--- config.mk ---
export PLATFORM = sky130hd
export DESIGN_NAME = disp_timing_ctrl
export DESIGN_NICKNAME = d
export VERILOG_FILES = /design/src/rtl/disp_timing_ctrl.sv
export SDC_FILE = /design/constraint.sdc
export NUM_CORES = 1
export LEC_CHECK = 0
export CAP_MARGIN = 20
export CORE_AREA = 2 2 94 96
export CTS_CLUSTER_DIAMETER = 120
export CTS_CLUSTER_SIZE = 10
export DETAILED_ROUTE_END_ITERATION = 8
export DIE_AREA = 0 0 96 98
export MAX_ROUTING_LAYER = met4
export PLACE_DENSITY = 0.74
export SKIP_CTS_REPAIR_TIMING = 1
export SYNTH_ARGS = -nofsm -noshare
export SYNTH_HDL_FRONTEND = slang
export SYNTH_SLANG_ARGS = --single-unit
--- constraint.sdc ---
create_clock -name DCLK -period 2.6 [get_ports DCLK]
set_input_delay 0.52 -clock DCLK [delete_from_list [all_inputs] [get_ports DCLK]]
set_output_delay 0.52 -clock DCLK [all_outputs]
set_load 0.02 [all_outputs]
--- src/rtl/disp_timing_ctrl.sv ---
// Display timing controller: DE/HSYNC/VSYNC generation for 640x480, 800x600
// and 1280x1024. The output is blanked and re-settled on enable or mode change.
// Optional feature macro: DISP_TIMING_VBLIRQ_EN (adds IRQ_CLR / VBL_IRQ).
module disp_timing_ctrl #(
    parameter int unsigned SETTLE_CYC = 1024
) (
    input  logic        DCLK,
    input  logic        ARESETN,
    input  logic [1:0]  RESOL,
    input  logic        DSP_EN,
`ifdef DISP_TIMING_VBLIRQ_EN
    input  logic        IRQ_CLR,
    output logic        VBL_IRQ,
`endif
    output logic        DSP_DE,
    output logic        DSP_HSYNC_X,
    output logic        DSP_VSYNC_X,
    output logic [10:0] HCNT,
    output logic [10:0] VCNT,
    output logic        FRAME_START,
    output logic        READY
);

    localparam int unsigned CW = 11;
    localparam int unsigned SW = 16;

    typedef enum logic [1:0] {
        ST_OFF    = 2'd0,
        ST_SETTLE = 2'd1,
        ST_RUN    = 2'd2
    } state_t;

    state_t          state, state_nxt;
    logic            en_s1, en_s2;
    logic [1:0]      resol_s1, resol_s2;
    logic [1:0]      resol_n;
    logic [1:0]      pend, pend_nxt;
    logic [1:0]      mode, mode_nxt;
    logic [SW-1:0]   cnt, cnt_nxt;
    logic [CW-1:0]   h, h_nxt;
    logic [CW-1:0]   v, v_nxt;
    logic [CW-1:0]   hact, hs_beg, hs_end, htot;
    logic [CW-1:0]   vact, vs_beg, vs_end, vtot;
    logic            run_out;

    // Two-flop synchronisers for the asynchronous mode and enable inputs
    always_ff @(posedge DCLK or negedge ARESETN) begin
        if (!ARESETN) begin
            en_s1    <= 1'b0;
            en_s2    <= 1'b0;
            resol_s1 <= 2'b00;
            resol_s2 <= 2'b00;
        end else begin
            en_s1    <= DSP_EN;
            en_s2    <= en_s1;
            resol_s1 <= RESOL;
            resol_s2 <= resol_s1;
        end
    end

    // Mode 11 is an alias of 640x480, so a 00<->11 toggle is not a mode change
    assign resol_n = (resol_s2 == 2'b11) ? 2'b00 : resol_s2;

    // Timing table of the latched mode, sync windows as half-open [beg,end)
    always_comb begin
        case (mode)
            2'b01: begin
                hact = CW'(800);  hs_beg = CW'(840);  hs_end = CW'(968);  htot = CW'(1056);
                vact = CW'(600);  vs_beg = CW'(601);  vs_end = CW'(605);  vtot = CW'(628);
            end
            2'b10: begin
                hact = CW'(1280); hs_beg = CW'(1328); hs_end = CW'(1440); htot = CW'(1688);
                vact = CW'(1024); vs_beg = CW'(1025); vs_end = CW'(1028); vtot = CW'(1066);
            end
            default: begin
                hact = CW'(640);  hs_beg = CW'(656);  hs_end = CW'(752);  htot = CW'(800);
                vact = CW'(480);  vs_beg = CW'(490);  vs_end = CW'(492);  vtot = CW'(525);
            end
        endcase
    end

    // State, settle counter, mode and raster position registers
    always_ff @(posedge DCLK or negedge ARESETN) begin
        if (!ARESETN) begin
            state <= ST_OFF;
            cnt   <= '0;
            pend  <= 2'b00;
            mode  <= 2'b00;
            h     <= '0;
            v     <= '0;
        end else begin
            state <= state_nxt;
            cnt   <= cnt_nxt;
            pend  <= pend_nxt;
            mode  <= mode_nxt;
            h     <= h_nxt;
            v     <= v_nxt;
        end
    end

    // Next state: disable beats everything, then a mode change restarts settling
    always_comb begin
        state_nxt = state;
        cnt_nxt   = cnt;
        pend_nxt  = pend;
        mode_nxt  = mode;
        h_nxt     = h;
        v_nxt     = v;
        if (!en_s2) begin
            state_nxt = ST_OFF;
            cnt_nxt   = '0;
            h_nxt     = '0;
            v_nxt     = '0;
        end else begin
            case (state)
                ST_OFF: begin
                    state_nxt = ST_SETTLE;
                    cnt_nxt   = '0;
                    pend_nxt  = resol_n;
                end
                ST_SETTLE: begin
                    if (resol_n != pend) begin
                        cnt_nxt  = '0;
                        pend_nxt = resol_n;
                    end else if (cnt == SW'(SETTLE_CYC - 1)) begin
                        state_nxt = ST_RUN;
                        mode_nxt  = pend;
                        h_nxt     = '0;
                        v_nxt     = '0;
                    end else begin
                        cnt_nxt = cnt + SW'(1);
                    end
                end
                ST_RUN: begin
                    if (resol_n != mode) begin
                        state_nxt = ST_SETTLE;
                        cnt_nxt   = '0;
                        pend_nxt  = resol_n;
                    end else if (h == htot - CW'(1)) begin
                        h_nxt = '0;
                        v_nxt = (v == vtot - CW'(1)) ? '0 : v + CW'(1);
                    end else begin
                        h_nxt = h + CW'(1);
                    end
                end
                default: begin
                    state_nxt = ST_OFF;
                end
            endcase
        end
    end

    // Outputs go idle on the same edge that leaves RUN, so no partial sync leaks out
    assign run_out = (state == ST_RUN) && (state_nxt == ST_RUN);

    // Registered pixel-timing outputs, one cycle behind the internal position
    always_ff @(posedge DCLK or negedge ARESETN) begin
        if (!ARESETN) begin
            DSP_DE      <= 1'b0;
            DSP_HSYNC_X <= 1'b1;
            DSP_VSYNC_X <= 1'b1;
            HCNT        <= '0;
            VCNT        <= '0;
            FRAME_START <= 1'b0;
            READY       <= 1'b0;
        end else if (run_out) begin
            DSP_DE      <= (h < hact) && (v < vact);
            DSP_HSYNC_X <= !((h >= hs_beg) && (h < hs_end));
            DSP_VSYNC_X <= !((v >= vs_beg) && (v < vs_end));
            HCNT        <= h;
            VCNT        <= v;
            FRAME_START <= (h == '0) && (v == '0);
            READY       <= 1'b1;
        end else begin
            DSP_DE      <= 1'b0;
            DSP_HSYNC_X <= 1'b1;
            DSP_VSYNC_X <= 1'b1;
            HCNT        <= '0;
            VCNT        <= '0;
            FRAME_START <= 1'b0;
            READY       <= 1'b0;
        end
    end

`ifdef DISP_TIMING_VBLIRQ_EN
    // Vertical-blank interrupt: set at the first blank line, held until cleared
    always_ff @(posedge DCLK or negedge ARESETN) begin
        if (!ARESETN) begin
            VBL_IRQ <= 1'b0;
        end else if (!run_out) begin
            VBL_IRQ <= 1'b0;
        end else if ((h == '0) && (v == vact)) begin
            VBL_IRQ <= 1'b1;
        end else if (IRQ_CLR) begin
            VBL_IRQ <= 1'b0;
        end
    end
`endif

endmodule

==> metrics.md, run 1 <==
| Metric | Value |
|---|---|
| Status | finished, final reports clean |
| Area Growth Syn to Fin | 18.3% |
| Pleak | between 2 and 2.5 nW |
| Worst EP arrival | 2.73 ns |
| CORE AREA | about 8500 µm² |
| Part of the cycle the worst path needs | roughly 96% |
| Number of global-route vias before repair | about 3300 |
| # H-tree levels | 3 |
| Fmax | between 400 and 500 MHz |
| CP max FO | 10 |
| Synthesized flop and latch total | 77 |
| ANT cells | 0 |
| TritonCTS clock tree | done |
| Clock Skew | 0.0160 ns |
| GPL Wtd Cong | between 0.9 and 1 |
| Final net count | 520 |
| TNS Setup | 0 ns |
| Clk sink count | slightly below 80 |
| Worst endpoint required time | between 2 and 3 ns |
| Total wire length | roughly 9900 µm |
| RSZ-0062 raised after global routing | no |
| DIE HEIGHT | between 90 and 100 µm |
| Root Buffer | clkbuf_8 |
| Post-synthesis cell count | 434 |
| Yosys top cell by area | dfrtp_1 |
| Register area share after synthesis | between 40% and 50% |
| Number of remaining DRC errors | 0 |
| Placed Cells | 577 |
| Initial antenna violation count | 0 |
| Syn Area/Cell | slightly below 10 µm² |
| Die width | between 90 and 100 µm |
| Mapped cell area | 4320 µm² |
| Vias/cell | a little under 6 |
| Count of input and output buffers | 31 |
| Vias | roughly 3500 |
| Layout cell share with drive strength beyond 1 | about an eighth |
| CTS clk-pin slew, worst paths | 0.08 ns |
| Min-Delay Path Class | primary input to asynchronous set/reset pin |
| Pwr per Cell Area | 439 nW/µm² |
| Ys flop type | dfrtp_1 |
| # fillers | 715 |
| Library cells used by synthesis | 58 |
| Row cnt | 34 |
| Hold violation total from the final report | 0 |
| Slew at the pin closest to its max-slew limit | approximately 0.56 ns |
| CP Class | flip-flop to flip-flop |
| HPWL Detailed | between 6000 and 7000 µm |
| Count of final setup violators | 0 |
| Power, Total | roughly 2.2 mW |
| Clk buf depth | 2 |
| Synth area leaders | dfrtp_1 43%, ha_1 9.6%, and3_1 5.2% |
| Async set-reset flop share out of synthesis | between 90% and 100% |
| YS warnings | 0 |
| Worst vdd ir | 0.000228 V |
| Drt first pass iters | 4 |
| Min Tclk post-route | about 2.5 ns |
| Placed cell area | 4850 µm² |
| Syn Nets | between 400 and 500 |
| Number of max-cap violations | 0 |
| Final non-filler cell total | 595 |
| Worst skew pair latency | ~0.37 ns |
| Crit end category | flip-flop |
| Post-synth EDFFs | 0 |
| WL per Instance | ~17 µm |
| Share of the synthesized area in the top cell type | a little over two fifths |
| Max-Slew Margin vs Limit | between 60% and 70% |
| Largest net degree at the start of global routing | between 40 and 50 |
| Final Max Slew Viols | 0 |
| GR Overflow Total | 0 |
| Io pins | 32 |
| Setup crit start kind | flip-flop |
| Finished layout cell area | 5110 µm² |
| Die area | about 9400 µm² |
| Initial drt markers | 256 |
| Starting Density | between 50% and 60% |
| First-pass GRT wire length | between 15000 and 20000 µm |
| Antenna Violating Nets Remaining | 0 |
| Clock buffer count from CTS | 9 |
| Gr usage total | between 20% and 30% |
critical path, cell delays in order (launching register included):
cell      delay, ns
dfrtp_1        0.40
inv_2          0.08
ha_2           0.40
inv_1          0.08
ha_1           0.32
nor4_2         0.15
o211ai_1       0.14
o21ai_1        0.15
buf_4          0.18
inv_1          0.09
nand3_4        0.16
buf_4          0.14
o21ai_0        0.07
through the flow:
step           util [%]  hold slack, ns  setup WS [ns]
2_1_floorplan         -           0.224          0.136
6_report           60.3           0.100          0.116
3_3_place_gp       57.2           0.336          0.166
4_1_cts            59.8           0.110         0.0393
3_5_place_dp       57.3           0.339         0.0753
5_1_grt            60.3           0.137        0.00256
cells in the mapped netlist (6+ instances only):
cell type,n
nor4_1,8
dfrtp_1,75
a31oi_1,13
xnor2_1,7
o31ai_1,10
nand3_1,12
clkbuf_1,8
nor2b_1,7
nand2_1,23
a21oi_1,18
and3_1,36
nor2_1,17
nor3_1,6
nand2b_1,12
o21ai_0,45
and2_1,6
nand4_1,8
inv_1,20
ha_1,33
area by class of cell:
class                      count  area, µm²  share of cell area (%)
sequential                    77       1930                    37.8
multi-input combinational    323       2280                    44.6
clock inverter                 6       70.1                    1.37
inverter                      20       75.1                    1.47
timing repair buffer          51        482                    9.43
clock buffer                  10        138                    2.69
tap                          108        135                    2.65
logic make-up (layout without fill, tap and decap cells):
kind of cell	Yosys count	in the layout	synth area share, %
DFF	77	77	44.7
adders and majority gates	33	33	9.57
xor gates and xnor gates	12	12	2.43
and+or+nand+nor	155	155	21.4
buffers and inverters	34	87	3.13
AOI/OAI and AO/OA	116	116	17.0
muxes	7	7	1.74
cell usage in the layout (no fill, tap or decap), types with 5 or more instances in the layout:
cell type,synthesis,final
nor4_1,8,7
and2_1,6,6
nand2_1,23,23
xnor2_1,7,7
buf_4,0,17
nand4_1,8,8
o21ai_0,45,45
clkbuf_8,0,10
and3_1,36,36
nand3_1,12,12
nor3_1,6,6
o31ai_1,10,9
nor2b_1,7,7
a31oi_1,13,13
ha_1,33,31
inv_1,20,19
nor2_1,17,17
dfrtp_1,75,75
nand2b_1,12,12
clkdlybuf4s50_1,0,30
a21oi_1,18,18
xor2_1,5,5
path summary, 6_finish.rpt:
kind | startpoint | endpoint | slack, ns | cells after the start
max in group asynchronous | ARESETN | DSP_VSYNC_X | 1.87 | 2
hold reg to reg | resol_s1[1] | resol_s2[1] | 0.36 | 0
setup / recovery | mode[0] | v[4] | 0.12 | 12
min in group DCLK | resol_s1[1] | resol_s2[1] | 0.36 | 0
setup reg to reg | mode[0] | v[4] | 0.12 | 12
hold / removal | ARESETN | h[5] | 0.10 | 1
power breakdown:
group / internal (mW) / total, mW / switching [mW] / leakage (nW)
clock: 0.477 / 0.929 / 0.452 / 0.107
combinational: 0.0327 / 0.0991 / 0.0664 / 1.28
sequential: 1.21 / 1.22 / 0.00923 / 1.05
registers in the layout (all words and copies together) (netlist names):
signal / cells
DSP_DE: 1
DSP_HSYNC_X: 1
DSP_VSYNC_X: 1
FRAME_START: 1
HCNT: 11
READY: 1
VCNT: 11
cnt: 16
en_s1: 1
en_s2: 1
h: 11
mode: 2
pend: 2
resol_s1: 2
resol_s2: 2
state: 2
v: 11
routing by layer:
layer / vias to the layer above / global-route usage (%) / wire length [µm]
met3: 21 / 3.24 / 329
met2: 77 / 33.5 / 4700
met4: 0 / 7.14 / 157
li1: 1696 / - / -
met5: - / - / 0
met1: 1722 / 32.0 / 4750
Note: power is estimated with default switching activity, not from simulation.
==> inputs of run 2 (changes only) <==
--- a/config.mk
+++ b/config.mk
@@ -13,6 +13,7 @@
 export DIE_AREA = 0 0 96 98
 export MAX_ROUTING_LAYER = met4
 export PLACE_DENSITY = 0.74
+export RECOVER_POWER = 100
 export SKIP_CTS_REPAIR_TIMING = 1
 export SYNTH_ARGS = -nofsm -noshare
 export SYNTH_HDL_FRONTEND = slang
==> run 2 against run 1 <==
Net effect: the run now ends with max-capacitance violations, max-slew violations left; critical path depth stayed put; sequential power hardly changed; hold slack better by 0.26 ns; register-to-register slack hardly changed.
==> metrics.md, run 2 (synthesized netlist as in run 1, its figures left out) <==
| Metric | Value |
|---|---|
| Status | complete, but fails checks |
| Failing checks | max-capacitance violations, max-slew violations |
| Clock Skew | 0.0160 ns (+0.0000391 ns) |
| Fmax | 402 MHz (-0.27%) |
| Max reg flops | 16 (unchanged) |
| Sequential power share | 54.1% (about the same) |
| ANT cells | 0 (unchanged) |
| Commonest non-fill, non-tap cell in the layout | dfrtp_1 |
| Final Max Slew Viols | 32 (+32) |
| RR Startpoint | mode[0] |
| # H-tree levels | 3 (unchanged) |
| Initial antenna violation count | 0 (unchanged) |
| Sw frac | 23.7% (+0.16 points) |
| Power, Total | 2.24 mW (about the same) |
| Hold worst-path end | resol_s2[1] |
| Finished layout cell area | 5100 µm² (-0.15%) |
| Gr usage total | 22.6% (unchanged) |
| Cell-by-cell trace of the critical path | inv_2, ha_2, inv_1, ha_1, nor4_2, o211ai_1, o21ai_1, buf_4, inv_1, nand3_4, buf_4, o21ai_0 |
| CP Launch Point | mode[0] |
| CP Class | flip-flop to flip-flop |
| Starting Density | 51.0% (unchanged) |
| Total wire length | 9960 µm (+0.15%) |
| Max-Slew Margin vs Limit | -22.4% (-85 points) |
| RSZ-0062 raised after global routing | no |
| Critical-path top delay cell | dfrtp_1 |
| Clk pwr share | 41.6% (+0.2 points) |
| Placed Cells | 577 (unchanged) |
| Pwr per Cell Area | 440 nW/µm² (+0.20%) |
| Final core occ | 60.2% (-0.089 points) |
| Clk buf depth | 2 (unchanged) |
| Slew at the pin closest to its max-slew limit | 1.84 ns (+1.28 ns) |
| Hold WS | 0.356 ns (+0.256 ns) |
| Setup crit start kind | flip-flop |
| Number of global-route vias before repair | 3340 (unchanged) |
| Worst endpoint required time | 2.84 ns (about the same) |
| Final WS setup | 0.109 ns (-0.00669 ns) |
| Antenna Violating Nets Remaining | 0 (unchanged) |
| Largest reg by FF count | cnt |
| Root Buffer | clkbuf_8 |
| Die area | 9410 µm² (unchanged) |
| Vias | 3531 (+0.43%) |
| Area Growth Syn to Fin | 18.1% |
| Worst vdd ir | 0.000227 V (-0.26%) |
| First-pass GRT wire length | 16300 µm (unchanged) |
| Largest net degree at the start of global routing | 47 (unchanged) |
| Row cnt | 34 (unchanged) |
| Multi-input logic area | 2280 µm² (unchanged) |
| Clock buffer count from CTS | 9 (unchanged) |
| Worst skew pair latency | 0.37 ns (about the same) |
| Buf/Inv on CP | 5 (unchanged) |
| WL per Instance | 16.7 µm (+0.15%) |
| CORE AREA | 8470 µm² (unchanged) |
| GPL Wtd Cong | 0.908 (unchanged) |
| Io pins | 32 (unchanged) |
| Pleak | 2.52 nW (+3.4%) |
| Min Tclk post-route | 2.49 ns (+0.00669 ns) |
| CTS clk-pin slew, worst paths | 0.08 ns (about the same) |
| TNS Setup | 0 ns (unchanged) |
| Hold violation total from the final report | 0 (unchanged) |
| Placed cell area | 4850 µm² (unchanged) |
| Part of the cycle the worst path needs | 95.8% (+0.26 points) |
| Min-delay src | resol_s1[1] |
| # fillers | 719 (+0.56%) |
| CP max FO | 10 (unchanged) |
| Pre-CTS setup slack | 0.0753 ns (unchanged) |
| NetSw | 0.531 mW (+0.75%) |
| R2R Path End | v[4] |
| GR Overflow Total | 0 (unchanged) |
| Delay-heaviest family, CP | adder cells |
| Initial drt markers | 217 (-15%) |
| P_int | 1.71 mW (-0.16%) |
| Drt first pass iters | 5 (+1) |
| Worst EP arrival | 2.73 ns (about the same) |
| Highest-count cells in the layout ignoring fill and taps | 75 x dfrtp_1, 46 x o21ai_0, 36 x and3_1 |
| Count of input and output buffers | 31 (unchanged) |
| Crit end category | flip-flop |
| Clk sink count | 77 (unchanged) |
| HPWL Detailed | 6930 µm (unchanged) |
| Worst reg2reg setup slack | 0.11 ns (about the same) |
| Count of final setup violators | 0 (unchanged) |
| Final non-filler cell total | 595 (unchanged) |
| Layout cell share with drive strength beyond 1 | 11.9% (-0.41 points) |
| Worst hold stages | 0 |
| Die width | 96 µm (unchanged) |
| Critical Path Max Stage Delay | 0.41 ns (about the same) |
| Final net count | 520 (unchanged) |
| Reg2Reg Depth | 12 (unchanged) |
| Vias/cell | 5.93 (+0.43%) |
| Number of remaining DRC errors | 0 (unchanged) |
| Min-Delay Path Class | flip-flop to flip-flop |
| TritonCTS clock tree | done |
| Number of max-cap violations | 1 (+1) |
| Comb power frac | 4.3% (about the same) |
| DIE HEIGHT | 98 µm (unchanged) |
| Register Area | 1930 µm² (unchanged) |
run 2: how the worst max path moves through the flow:
| stage | to | cells after the start |
|---|---|---|
| 4_1_cts | v[5] | 10 |
| 2_1_floorplan | v[5] | 11 |
| 5_1_grt | v[5] | 10 |
| 6_report | v[4] | 12 |
| 3_5_place_dp | v[5] | 10 |
| 3_3_place_gp | v[5] | 10 |
run 2: power by group through the flow:
stage / Combinational [mW] / Sequential, mW / Clock (mW)
floorplan: 0.0445 / 1.24 / 0
global placement: 0.0963 / 1.24 / 0
finish: 0.0959 / 1.22 / 0.934
CTS: 0.100 / 1.21 / 0.958
global route: 0.109 / 1.22 / 0.995
detailed placement: 0.100 / 1.24 / 0
run 2: metal layers:
layer	vias to the layer above	wire length, µm	global-route usage (%)
met4	0	143	7.14
li1	1695	-	-
met5	-	0	-
met2	97	4710	33.5
met3	19	374	3.24
met1	1720	4730	32.0
run 2: area by class of cell:
cell class | instances | area share, %
multi-input cells | 323 | 44.7
well taps | 108 | 2.65
inverters | 20 | 1.47
flip-flops and latches | 77 | 37.8
clock inverters | 6 | 1.37
clock buffers | 10 | 2.70
repair buffers | 51 | 9.30
